[src/rtl/alu_seq.sv]
// alu_seq: sequential ALU; single-cycle logic ops and WIDTH-cycle shift-add MUL / restoring DIV.
// Define ALU_DIV_EN to build the divider; otherwise opcode 011 completes in one cycle with ovf=1.
module alu_seq #(
  parameter int WIDTH = 32
) (
  input  logic               clk,
  input  logic               rst,
  input  logic               in_valid,
  output logic               in_ready,
  input  logic [3+2*WIDTH:0] iw,
  output logic               out_valid,
  input  logic               out_ready,
  output logic [WIDTH-1:0]   alu_out,
  output logic               ovf,
  output logic               dz
);

  localparam int CW = (WIDTH > 1) ? $clog2(WIDTH) : 1;
  localparam logic [CW-1:0] LAST = CW'(WIDTH - 1);
  localparam logic [WIDTH-1:0] MIN = {1'b1, {(WIDTH-1){1'b0}}};

  localparam logic [2:0] OP_ADD = 3'b000;
  localparam logic [2:0] OP_SUB = 3'b001;
  localparam logic [2:0] OP_MUL = 3'b010;
  localparam logic [2:0] OP_DIV = 3'b011;
  localparam logic [2:0] OP_AND = 3'b100;
  localparam logic [2:0] OP_OR  = 3'b101;
  localparam logic [2:0] OP_XOR = 3'b110;
  localparam logic [2:0] OP_SLT = 3'b111;

  typedef enum logic [1:0] {S_IDLE, S_BUSY, S_DONE} state_t;

  state_t          state;
  logic [CW-1:0]   cnt;

  logic [2:0]       iw_op;
  logic             iw_dt;
  logic [WIDTH-1:0] iw_a;
  logic [WIDTH-1:0] iw_b;
  logic             accept;
  logic             iter_op;

  logic [2:0]       op_p0;
  logic             sgn_p0;
  logic             neg_p0;
  logic [WIDTH-1:0] a_p0;
  logic [WIDTH-1:0] b_p0;

  logic [2*WIDTH-1:0] prod_p1;
  logic [2*WIDTH-1:0] mcand_p1;
  logic [WIDTH-1:0]   mplier_p1;
  logic [2*WIDTH-1:0] mul_full;

  logic [WIDTH:0]   sum;
  logic [WIDTH:0]   dif;
  logic             lt;
  logic [WIDTH-1:0] res;
  logic             res_ovf;
  logic             res_dz;

  function automatic logic [WIDTH-1:0] mag(input logic [WIDTH-1:0] x, input logic sgn);
    return (sgn && x[WIDTH-1]) ? -x : x;
  endfunction

  // A 2*WIDTH signed product fits in WIDTH bits when its top WIDTH+1 bits are all equal.
  function automatic logic fits_signed(input logic [2*WIDTH-1:0] p);
    return (&p[2*WIDTH-1:WIDTH-1]) || !(|p[2*WIDTH-1:WIDTH-1]);
  endfunction

  assign iw_op    = iw[3+2*WIDTH -: 3];
  assign iw_dt    = iw[2*WIDTH];
  assign iw_a     = iw[2*WIDTH-1 -: WIDTH];
  assign iw_b     = iw[WIDTH-1:0];
  assign in_ready = (state == S_IDLE) && !rst;
  assign accept   = in_valid && in_ready;

`ifdef ALU_DIV_EN
  logic [WIDTH-1:0] rem_p1;
  logic [WIDTH-1:0] quo_p1;
  logic [WIDTH-1:0] dvsr_p1;
  logic [WIDTH:0]   div_trial;

  assign iter_op   = (iw_op == OP_MUL) || (iw_op == OP_DIV);
  assign div_trial = {rem_p1, quo_p1[WIDTH-1]} - {1'b0, dvsr_p1};
`else
  assign iter_op   = (iw_op == OP_MUL);
`endif

  // p0: operands latched on accept; p1: iterative MUL/DIV state advanced while BUSY
  always_ff @(posedge clk) begin
    if (accept) begin
      op_p0     <= iw_op;
      sgn_p0    <= !iw_dt;
      neg_p0    <= !iw_dt && (iw_a[WIDTH-1] ^ iw_b[WIDTH-1]);
      a_p0      <= iw_a;
      b_p0      <= iw_b;
      prod_p1   <= '0;
      mcand_p1  <= {{WIDTH{1'b0}}, mag(iw_a, !iw_dt)};
      mplier_p1 <= mag(iw_b, !iw_dt);
`ifdef ALU_DIV_EN
      rem_p1    <= '0;
      quo_p1    <= mag(iw_a, !iw_dt);
      dvsr_p1   <= mag(iw_b, !iw_dt);
`endif
    end else if (state == S_BUSY) begin
      if (mplier_p1[0]) prod_p1 <= prod_p1 + mcand_p1;
      mcand_p1  <= mcand_p1 << 1;
      mplier_p1 <= mplier_p1 >> 1;
`ifdef ALU_DIV_EN
      if (!div_trial[WIDTH]) begin
        rem_p1 <= div_trial[WIDTH-1:0];
        quo_p1 <= {quo_p1[WIDTH-2:0], 1'b1};
      end else begin
        rem_p1 <= {rem_p1[WIDTH-2:0], quo_p1[WIDTH-1]};
        quo_p1 <= {quo_p1[WIDTH-2:0], 1'b0};
      end
`endif
    end
  end

  // p2: result and flag selection from latched operands and finished iterations
  assign sum      = {1'b0, a_p0} + {1'b0, b_p0};
  assign dif      = {1'b0, a_p0} - {1'b0, b_p0};
  assign mul_full = neg_p0 ? -prod_p1 : prod_p1;
  assign lt       = sgn_p0 ? ($signed(a_p0) < $signed(b_p0)) : (a_p0 < b_p0);

  always_comb begin
    res     = '0;
    res_ovf = 1'b0;
    res_dz  = 1'b0;
    case (op_p0)
      OP_ADD: begin
        res     = sum[WIDTH-1:0];
        res_ovf = sgn_p0 ? ((a_p0[WIDTH-1] == b_p0[WIDTH-1]) && (sum[WIDTH-1] != a_p0[WIDTH-1]))
                         : sum[WIDTH];
      end
      OP_SUB: begin
        res     = dif[WIDTH-1:0];
        res_ovf = sgn_p0 ? ((a_p0[WIDTH-1] != b_p0[WIDTH-1]) && (dif[WIDTH-1] != a_p0[WIDTH-1]))
                         : dif[WIDTH];
      end
      OP_MUL: begin
        res     = mul_full[WIDTH-1:0];
        res_ovf = sgn_p0 ? !fits_signed(mul_full) : (|prod_p1[2*WIDTH-1:WIDTH]);
      end
`ifdef ALU_DIV_EN
      OP_DIV: begin
        if (b_p0 == '0) begin
          res    = '1;
          res_dz = 1'b1;
        end else if (sgn_p0 && (a_p0 == MIN) && (b_p0 == '1)) begin
          res     = MIN;
          res_ovf = 1'b1;
        end else begin
          res = neg_p0 ? -quo_p1 : quo_p1;
        end
      end
`else
      OP_DIV: res_ovf = 1'b1;
`endif
      OP_AND: res = a_p0 & b_p0;
      OP_OR:  res = a_p0 | b_p0;
      OP_XOR: res = a_p0 ^ b_p0;
      OP_SLT: res = {{(WIDTH-1){1'b0}}, lt};
      default: res = '0;
    endcase
  end

  // Control FSM with registered result outputs; DONE spends one cycle loading the result.
  always_ff @(posedge clk) begin
    if (rst) begin
      state     <= S_IDLE;
      cnt       <= '0;
      out_valid <= 1'b0;
      alu_out   <= '0;
      ovf       <= 1'b0;
      dz        <= 1'b0;
    end else begin
      case (state)
        S_IDLE: begin
          if (accept) begin
            state <= iter_op ? S_BUSY : S_DONE;
            cnt   <= '0;
          end
        end
        S_BUSY: begin
          if (cnt == LAST) begin
            state <= S_DONE;
            cnt   <= '0;
          end else begin
            cnt <= cnt + 1'b1;
          end
        end
        S_DONE: begin
          if (!out_valid) begin
            out_valid <= 1'b1;
            alu_out   <= res;
            ovf       <= res_ovf;
            dz        <= res_dz;
          end else if (out_ready) begin
            out_valid <= 1'b0;
            state     <= S_IDLE;
          end
        end
        default: state <= S_IDLE;
      endcase
    end
  end

endmodule

[config.mk]
export PLATFORM = sky130hd
export DESIGN_NAME = alu_seq
export DESIGN_NICKNAME = d
export VERILOG_FILES = /design/src/rtl/alu_seq.sv
export SDC_FILE = /design/constraint.sdc
export NUM_CORES = 1
export LEC_CHECK = 0
export BUFFER_PORTS_ARGS = -buffer_cell sky130_fd_sc_hd__buf_2
export CORE_ASPECT_RATIO = 1.2
export CORE_MARGIN = 5
export CORE_UTILIZATION = 60
export DETAILED_ROUTE_END_ITERATION = 8
export GPL_TIMING_DRIVEN = 0
export MAX_ROUTING_LAYER = met4
export PLACE_DENSITY = 0.78
export SYNTH_ARGS = -nofsm -noshare
export SYNTH_HDL_FRONTEND = slang
export SYNTH_SLANG_ARGS = --single-unit
[constraint.sdc]
create_clock -name clk -period 9.2 [get_ports clk]
set_input_delay 1.84 -clock clk [delete_from_list [all_inputs] [get_ports clk]]
set_output_delay 1.84 -clock clk [all_outputs]
set_load 0.05 [all_outputs]
Yosys cells after proc, flatten, opt, wreduce, memory -nomap -nowiden
Index checks and enable logic that the tools add are counted.
{"block": "classes", "muxes": 24, "bitwise_logic": 5, "n_reduce_logical": 23, "add_sub_neg": 7, "eq_ne": 19, "n_lt_le_gt_ge": 2}
{"operator": "32-bit case mux with 7 select lines", "count": 1}
{"operator": "32-bit 2-to-1 mux", "count": 6}
{"operator": "64-bit adder", "count": 1}
{"operator": "32-bit < comparator", "count": 2}
{"operator": "64-bit 2-to-1 mux", "count": 1}
{"operator": "32-bit negator", "count": 2}
{"operator": "64-bit negator", "count": 1}
{"operator": "32-bit by 32-bit adder with 33-bit output", "count": 1}
{"operator": "33-bit AND reduction", "count": 1}
{"operator": "33-bit OR reduction", "count": 1}
{"operator": "32-bit by 32-bit subtractor with 33-bit output", "count": 1}
{"operator": "32-bit AND", "count": 1}
{"operator": "32-bit bitwise OR", "count": 1}
{"operator": "32-bit OR reduction", "count": 1}
{"operator": "32-bit XOR", "count": 1}
{"operator": "3-bit equality test (second input constant)", "count": 4}
{"operator": "2-bit 2-to-1 mux", "count": 5}
{"operator": "5-bit 2-to-1 mux", "count": 2}
{"operator": "5-bit case mux with 2 select lines", "count": 1}
{"operator": "3-bit by 2-bit equality test with 1-bit output (second input constant)", "count": 3}
{"operator": "1-bit logical AND", "count": 7}
{"operator": "1-bit 2-to-1 mux", "count": 6}
{"operator": "2-bit inequality test (second input constant)", "count": 3}
{"operator": "2-bit case mux with 3 select lines", "count": 1}
{"operator": "other kinds (18)", "count": 26}
{"block": "word_totals", "regBits": 270, "output_inout_bits": 36, "wordCells": 94, "inputBits": 72}

Longest topological paths before layout
{"block": "depth", "word_depth": 8, "depth_mapped": 15, "depth_no_buf": 15}

Worst setup path after synthesis
No wires, ideal clock.
{"block": "synth_timing", "path_kind": "input port to flip-flop", "start": "in rst", "end": "reg a_p0[0], enable pin", "cell_stages": 5, "path_slack_ns": 3.177, "required_ns": 8.740, "setup_time_ns": 0.460, "t_arrival_ns": 5.563, "n_path_buf": 2, "cell_sequence": "nor3_1 > nand2_1 > clkbuf_1 > inv_2 > clkbuf_1"}
{"block": "synth_via", "elab_chain_cells": 3}
{"item": "from (decl)", "line": "7", "text": "input logic rst,"}
{"item": "1-bit logical NOT", "line": "74", "text": "assign in_ready = (state == S_IDLE) && !rst;"}
{"item": "1-bit logical AND", "line": "74"}
{"item": "1-bit logical AND", "line": "75", "text": "assign accept = in_valid && in_ready;"}
{"item": "via accept", "line": "40", "text": "logic accept;"}
{"item": "to (signal assigned)", "line": "95", "text": "a_p0 <= iw_a;"}
{"item": "to (decl)", "line": "46", "text": "logic [WIDTH-1:0] a_p0;"}
The timed path passes the listed nets, and every way through them passes these cells.
A chain may end at the register's enable or synchronous reset.

Worst setup path in the final report
{"block": "layout_timing", "start": "reg a_p0[2]", "end": "reg alu_out[31]"}
{"block": "layout_via", "elab_chain_cells": 2, "word_cells_on_any_way": 3, "cone_classes": "add/sub: 2; mux: 1"}
{"item": "32-bit by 32-bit subtractor with 33-bit output / 32-bit by 32-bit adder with 33-bit output (equally long branches)", "line": "123, 122"}
{"item": "32-bit case mux with 7 select lines (*)", "line": "131", "text": "case (op_p0)"}
{"item": "to (signal assigned)", "line": "197", "text": "alu_out <= res;"}
{"item": "to (decl)", "line": "13", "text": "output logic [WIDTH-1:0] alu_out,"}
Every way passes the cells marked *; elsewhere a longest branch is shown, timed or not.

==> metrics.txt <==
# TYPE chip_impl_metric gauge
chip_impl_metric{name="cts_post_setup_buffers_inserted",unit=""} 0
chip_impl_metric{name="remaining_drc_errors",unit=""} 0
chip_impl_metric{name="number_of_iterations_in_the_first_detailed_routing_pass",unit=""} 8
chip_impl_metric{name="final_cell_count_no_fill",unit=""} 3314
chip_impl_metric{name="critPathBufInv",unit=""} 2
chip_impl_metric{name="hold_buffers",unit=""} 0
chip_impl_info{name="setup_repair_after_global_routing_missed_its_margin",value="false"} 1
chip_impl_info{name="list_of_most_frequent_post_synthesis_cells",value="sky130_fd_sc_hd__nand2_1 (405), sky130_fd_sc_hd__a21oi_1 (268), sky130_fd_sc_hd__o21ai_0 (220)"} 1
chip_impl_metric{name="mappedNetlistNets",unit=""} 2929
chip_impl_metric{name="critical_path_peak_fanout",unit=""} 9
chip_impl_metric{name="gpl.final_weighted_congestion",unit=""} 1.10
chip_impl_info{name="timing.critical_path.max_delay_family",value="compound AO/OA/AOI/OAI gates"} 1
chip_impl_metric{name="vias_in_the_first_global_route",unit=""} 20766
chip_impl_metric{name="dp.final_hpwl",unit="µm"} 61900
chip_impl_info{name="timing.critical_path.cells",value="inv_1 -> ha_1 -> clkbuf_1 -> nand2b_1 -> o311a_1 -> o2111ai_1 -> a211oi_1 -> o41ai_1 -> o311ai_1 -> a311oi_1 -> o41ai_1 -> o21ai_0 -> mux2i_1 -> a21o_1"} 1
chip_impl_metric{name="critical_path_arrival",unit="ns"} 5.37
chip_impl_metric{name="finalCritPeriodShare",unit="%"} 53.3
chip_impl_metric{name="power.density_cell_area",unit="nW/µm²"} 155
chip_impl_metric{name="final_antenna_net_count",unit=""} 0
chip_impl_metric{name="timing_worst_slew_pin_value",unit="ns"} 1.25
chip_impl_metric{name="tritoncts.num_buffers",unit=""} 29
chip_impl_metric{name="grt_pass1_wl",unit="µm"} 120000
chip_impl_metric{name="synth_area",unit="µm²"} 21100
chip_impl_metric{name="vias",unit=""} 21800
chip_impl_metric{name="finalClockSkew",unit="ns"} 0.0172
chip_impl_metric{name="totalNegativeSetupSlack",unit="ns"} 0
chip_impl_metric{name="synth_largest_type_area_fraction",unit="%"} 18.9
chip_impl_metric{name="postSynthAreaPerCell",unit="µm²"} 7.87
chip_impl_info{name="cts_root_buf",value="sky130_fd_sc_hd__clkbuf_16"} 1
chip_impl_metric{name="fin_crit",unit="ns"} 4.90
chip_impl_metric{name="timing_max_transition_violations_final",unit=""} 0
chip_impl_info{name="holdCritStartpoint",value="alu_out[15]"} 1
chip_impl_metric{name="buffer_ports.inserted",unit=""} 106
chip_impl_metric{name="placement_rows",unit=""} 75
chip_impl_metric{name="source_to_sink_clock_delay_at_the_later_pin_of_the_worst_skew_pair",unit="ns"} 0.59
chip_impl_metric{name="synth_edf_count",unit=""} 133
chip_impl_info{name="rr_startpoint",value="a_p0[2]"} 1
chip_impl_metric{name="layout.cell_area.non_filler",unit="µm²"} 23300
chip_impl_metric{name="cts-resized-gates",unit=""} 0
chip_impl_info{name="setup.worst_path.class",value="reg2reg"} 1
chip_impl_metric{name="wire_per_inst",unit="µm"} 23.9
chip_impl_metric{name="final_layout_size_suffix_gt1_share",unit="%"} 6.71
chip_impl_metric{name="ctsLongestPathBuffers",unit=""} 3
chip_impl_metric{name="die_width",unit="µm"} 181
chip_impl_metric{name="cellLeakagePower",unit="nW"} 9.64
chip_impl_metric{name="ctsHtreeMaxLevel",unit=""} 1
chip_impl_metric{name="initial_core_util",unit="%"} 60.6
chip_impl_metric{name="r2r.worst_path.cells",unit=""} 14
chip_impl_metric{name="antenna_found_initial",unit=""} 5
chip_impl_metric{name="worst-r2r-setup-slack",unit="ns"} 4.30
chip_impl_metric{name="drt_iter0_drcs",unit=""} 2455
chip_impl_metric{name="numClockSinks",unit=""} 270
chip_impl_info{name="regToRegEndpoint",value="alu_out[31]"} 1
chip_impl_info{name="yosys.cell_count.top_type",value="sky130_fd_sc_hd__nand2_1"} 1
chip_impl_info{name="hp-class",value="reg2reg"} 1
chip_impl_metric{name="required",unit="ns"} 9.67
chip_impl_metric{name="pin_count_of_the_biggest_net_entering_global_routing",unit=""} 65
chip_impl_metric{name="synthCells",unit=""} 2686
chip_impl_metric{name="route.final.wire_length",unit="µm"} 79100
chip_impl_metric{name="numPlacedInstances",unit=""} 3256
chip_impl_metric{name="track_usage",unit="%"} 39.8
chip_impl_metric{name="hold_viol_final",unit=""} 0
chip_impl_info{name="worst_path_most_repeated_cell",value="sky130_fd_sc_hd__o41ai_1"} 1
chip_impl_metric{name="max_freq",unit="MHz"} 204
chip_impl_metric{name="report.power.total",unit="mW"} 3.62
chip_impl_metric{name="p_r_area_growth_vs_syn",unit="%"} 10.3
chip_impl_metric{name="grt_overflow_total",unit=""} 0
chip_impl_info{name="postSynth.topFlopCell",value="sky130_fd_sc_hd__dfxtp_1"} 1
chip_impl_metric{name="ys_warn_count",unit=""} 0
chip_impl_info{name="post_synth_main_area_contributors",value="sky130_fd_sc_hd__edfxtp_1 (19%), sky130_fd_sc_hd__dfxtp_1 (13%), sky130_fd_sc_hd__ha_1 (9.9%), sky130_fd_sc_hd__nand2_1 (7.2%), sky130_fd_sc_hd__a21oi_1 (6.3%)"} 1
chip_impl_metric{name="ir_drop",unit="µV"} 144
chip_impl_metric{name="crit_path_max_incr_delay",unit="ns"} 0.78
chip_impl_metric{name="ys_ff_latch",unit=""} 270
chip_impl_info{name="cts_tree",value="built"} 1
chip_impl_metric{name="worst_slew_margin_rel",unit="%"} 16.7
chip_impl_info{name="timing.hold.worst_endpoint",value="alu_out[15]"} 1
chip_impl_info{name="outcome",value="finished, final reports clean"} 1
chip_impl_metric{name="setup_failing_eps_final",unit=""} 0
chip_impl_metric{name="synth_cell_type_count",unit=""} 86
chip_impl_info{name="synth_area_leader_cell",value="sky130_fd_sc_hd__edfxtp_1"} 1
chip_impl_metric{name="cp_num_cells",unit=""} 14
chip_impl_metric{name="worstHoldPathCells",unit=""} 2
chip_impl_metric{name="floorplan.core_area",unit="µm²"} 34900
chip_impl_info{name="endpoint_kind",value="register"} 1
chip_impl_info{name="critical-path-slowest-cell",value="sky130_fd_sc_hd__o311ai_1"} 1
chip_impl_metric{name="path_clk_slew",unit="ns"} 0.06
chip_impl_metric{name="max-cap-violations",unit=""} 0
chip_impl_metric{name="die-height",unit="µm"} 216
chip_impl_metric{name="layout.nets",unit=""} 3068
chip_impl_metric{name="synth-seq-area-share",unit="%"} 31.9
chip_impl_metric{name="placed_area",unit="µm²"} 22300
chip_impl_metric{name="synth_async_sr_flop_share",unit="%"} 0
chip_impl_metric{name="fp.dieArea",unit="µm²"} 39100
chip_impl_metric{name="via_per_inst",unit=""} 6.58
chip_impl_metric{name="pin_count",unit=""} 108
chip_impl_info{name="start_kind",value="register"} 1
==> how the worst max path moves through the flow <==
| stage | slack, ns | startpoint | end |
|---|---|---|---|
| global placement | 2.40 | rst | a_p0[4] |
| detailed placement | 4.05 | rst | mplier_p1[0] |
| global route | 4.17 | a_p0[2] | alu_out[31] |
| CTS | 4.55 | a_p0[2] | alu_out[31] |
| floorplan | 3.18 | rst | a_p0[0] |
| finish | 4.30 | a_p0[2] | alu_out[31] |
==> cell type report <==
cell class / instances / area, µm²
diodes: 4 / 10.0
plain buffers: 164 / 634
clock buffers: 42 / 845
clock inverters: 12 / 153
fillers: 3033 / 11600
inverters: 133 / 499
multi-input cells: 2119 / 13300
flip-flops and latches: 270 / 6740
well taps: 462 / 578
repair buffers: 108 / 578
==> report_power, final <==
group / leakage, nW / switching, mW / internal (mW)
logic: 6.81 / 0.678 / 0.330
clock network: 0.486 / 0.515 / 0.722
registers: 2.35 / 0.0516 / 1.33
==> state kept, by name, indices dropped and copies added, names as in the netlist <==
register / count
a_p0: 32
alu_out: 32
b_p0: 32
cnt: 5
mcand_p1: 64
mplier_p1: 32
neg_p0: 1
op_p0: 3
out_valid: 1
ovf: 1
prod_p1: 64
sgn_p0: 1
state: 2
==> layer usage <==
| metal | vias to the layer above | wire length [µm] | GRT usage, % | part of all wire, % |
|---|---|---|---|---|
| li1 | 9932 | - | - | - |
| met2 | 1235 | 36500 | 64.8 | 46 |
| met4 | 0 | 5780 | 22.7 | 7.3 |
| met5 | - | 0 | - | 0 |
| met1 | 10308 | 29400 | 46.4 | 37 |
| met3 | 325 | 7470 | 7.16 | 9.4 |
==> per-stage QoR <==
step	util [%]	setup slack [ns]	hold WS, ns
floorplan	-	3.18	0.439
detailed placement	63.9	4.05	0.441
global route	66.8	4.17	0.475
CTS	66.8	4.55	0.449
global placement	63.8	2.40	0.440
finish	66.8	4.30	0.447
==> placed cells by master, fill, tap and decap left out, types with 28 or more instances in the layout <==
master,netlist,routed
sky130_fd_sc_hd__a21o_1,50,50
sky130_fd_sc_hd__a21oi_1,268,268
sky130_fd_sc_hd__a31oi_1,28,28
sky130_fd_sc_hd__buf_2,3,109
sky130_fd_sc_hd__clkbuf_1,148,153
sky130_fd_sc_hd__clkbuf_16,0,29
sky130_fd_sc_hd__dfxtp_1,137,137
sky130_fd_sc_hd__edfxtp_1,133,133
sky130_fd_sc_hd__ha_1,168,168
sky130_fd_sc_hd__inv_1,130,130
sky130_fd_sc_hd__nand2_1,405,404
sky130_fd_sc_hd__nand3_1,47,47
sky130_fd_sc_hd__nand4_1,29,29
sky130_fd_sc_hd__nor2_1,188,188
sky130_fd_sc_hd__nor3_1,58,58
sky130_fd_sc_hd__o21ai_0,220,220
sky130_fd_sc_hd__o21bai_1,32,32
sky130_fd_sc_hd__o31ai_1,31,31
sky130_fd_sc_hd__or3_1,30,30
sky130_fd_sc_hd__xnor2_1,106,106
sky130_fd_sc_hd__xor2_1,76,76
==> logic make-up (layout without fill, tap and decap cells) <==
| kind of cell | Yosys count | after routing | synth area share (%) |
|---|---|---|---|
| buffers and inverters | 297 | 459 | 5.34 |
| AND/OR/NAND/NOR | 918 | 918 | 20.1 |
| flip-flops | 270 | 270 | 31.9 |
| multiplexers | 9 | 9 | 0.444 |
| adder cells (fa/ha/maj) | 171 | 171 | 10.2 |
| AO/OA/AOI/OAI | 838 | 838 | 24.5 |
| other | 1 | 5 | 0.0177 |
| XOR/XNOR | 182 | 182 | 7.54 |
==> worst reg2reg max path: cells and delay by family, from the launching register on <==
kind,cells,cell delay [ns]
DFF,1,0.51
and+or+nand+nor,1,0.13
muxes,1,0.17
adders and majority gates,1,0.28
AOI/OAI and AO/OA,9,3.39
buffers and inverters,2,0.31
Note: power is estimated with default switching activity, not from simulation.
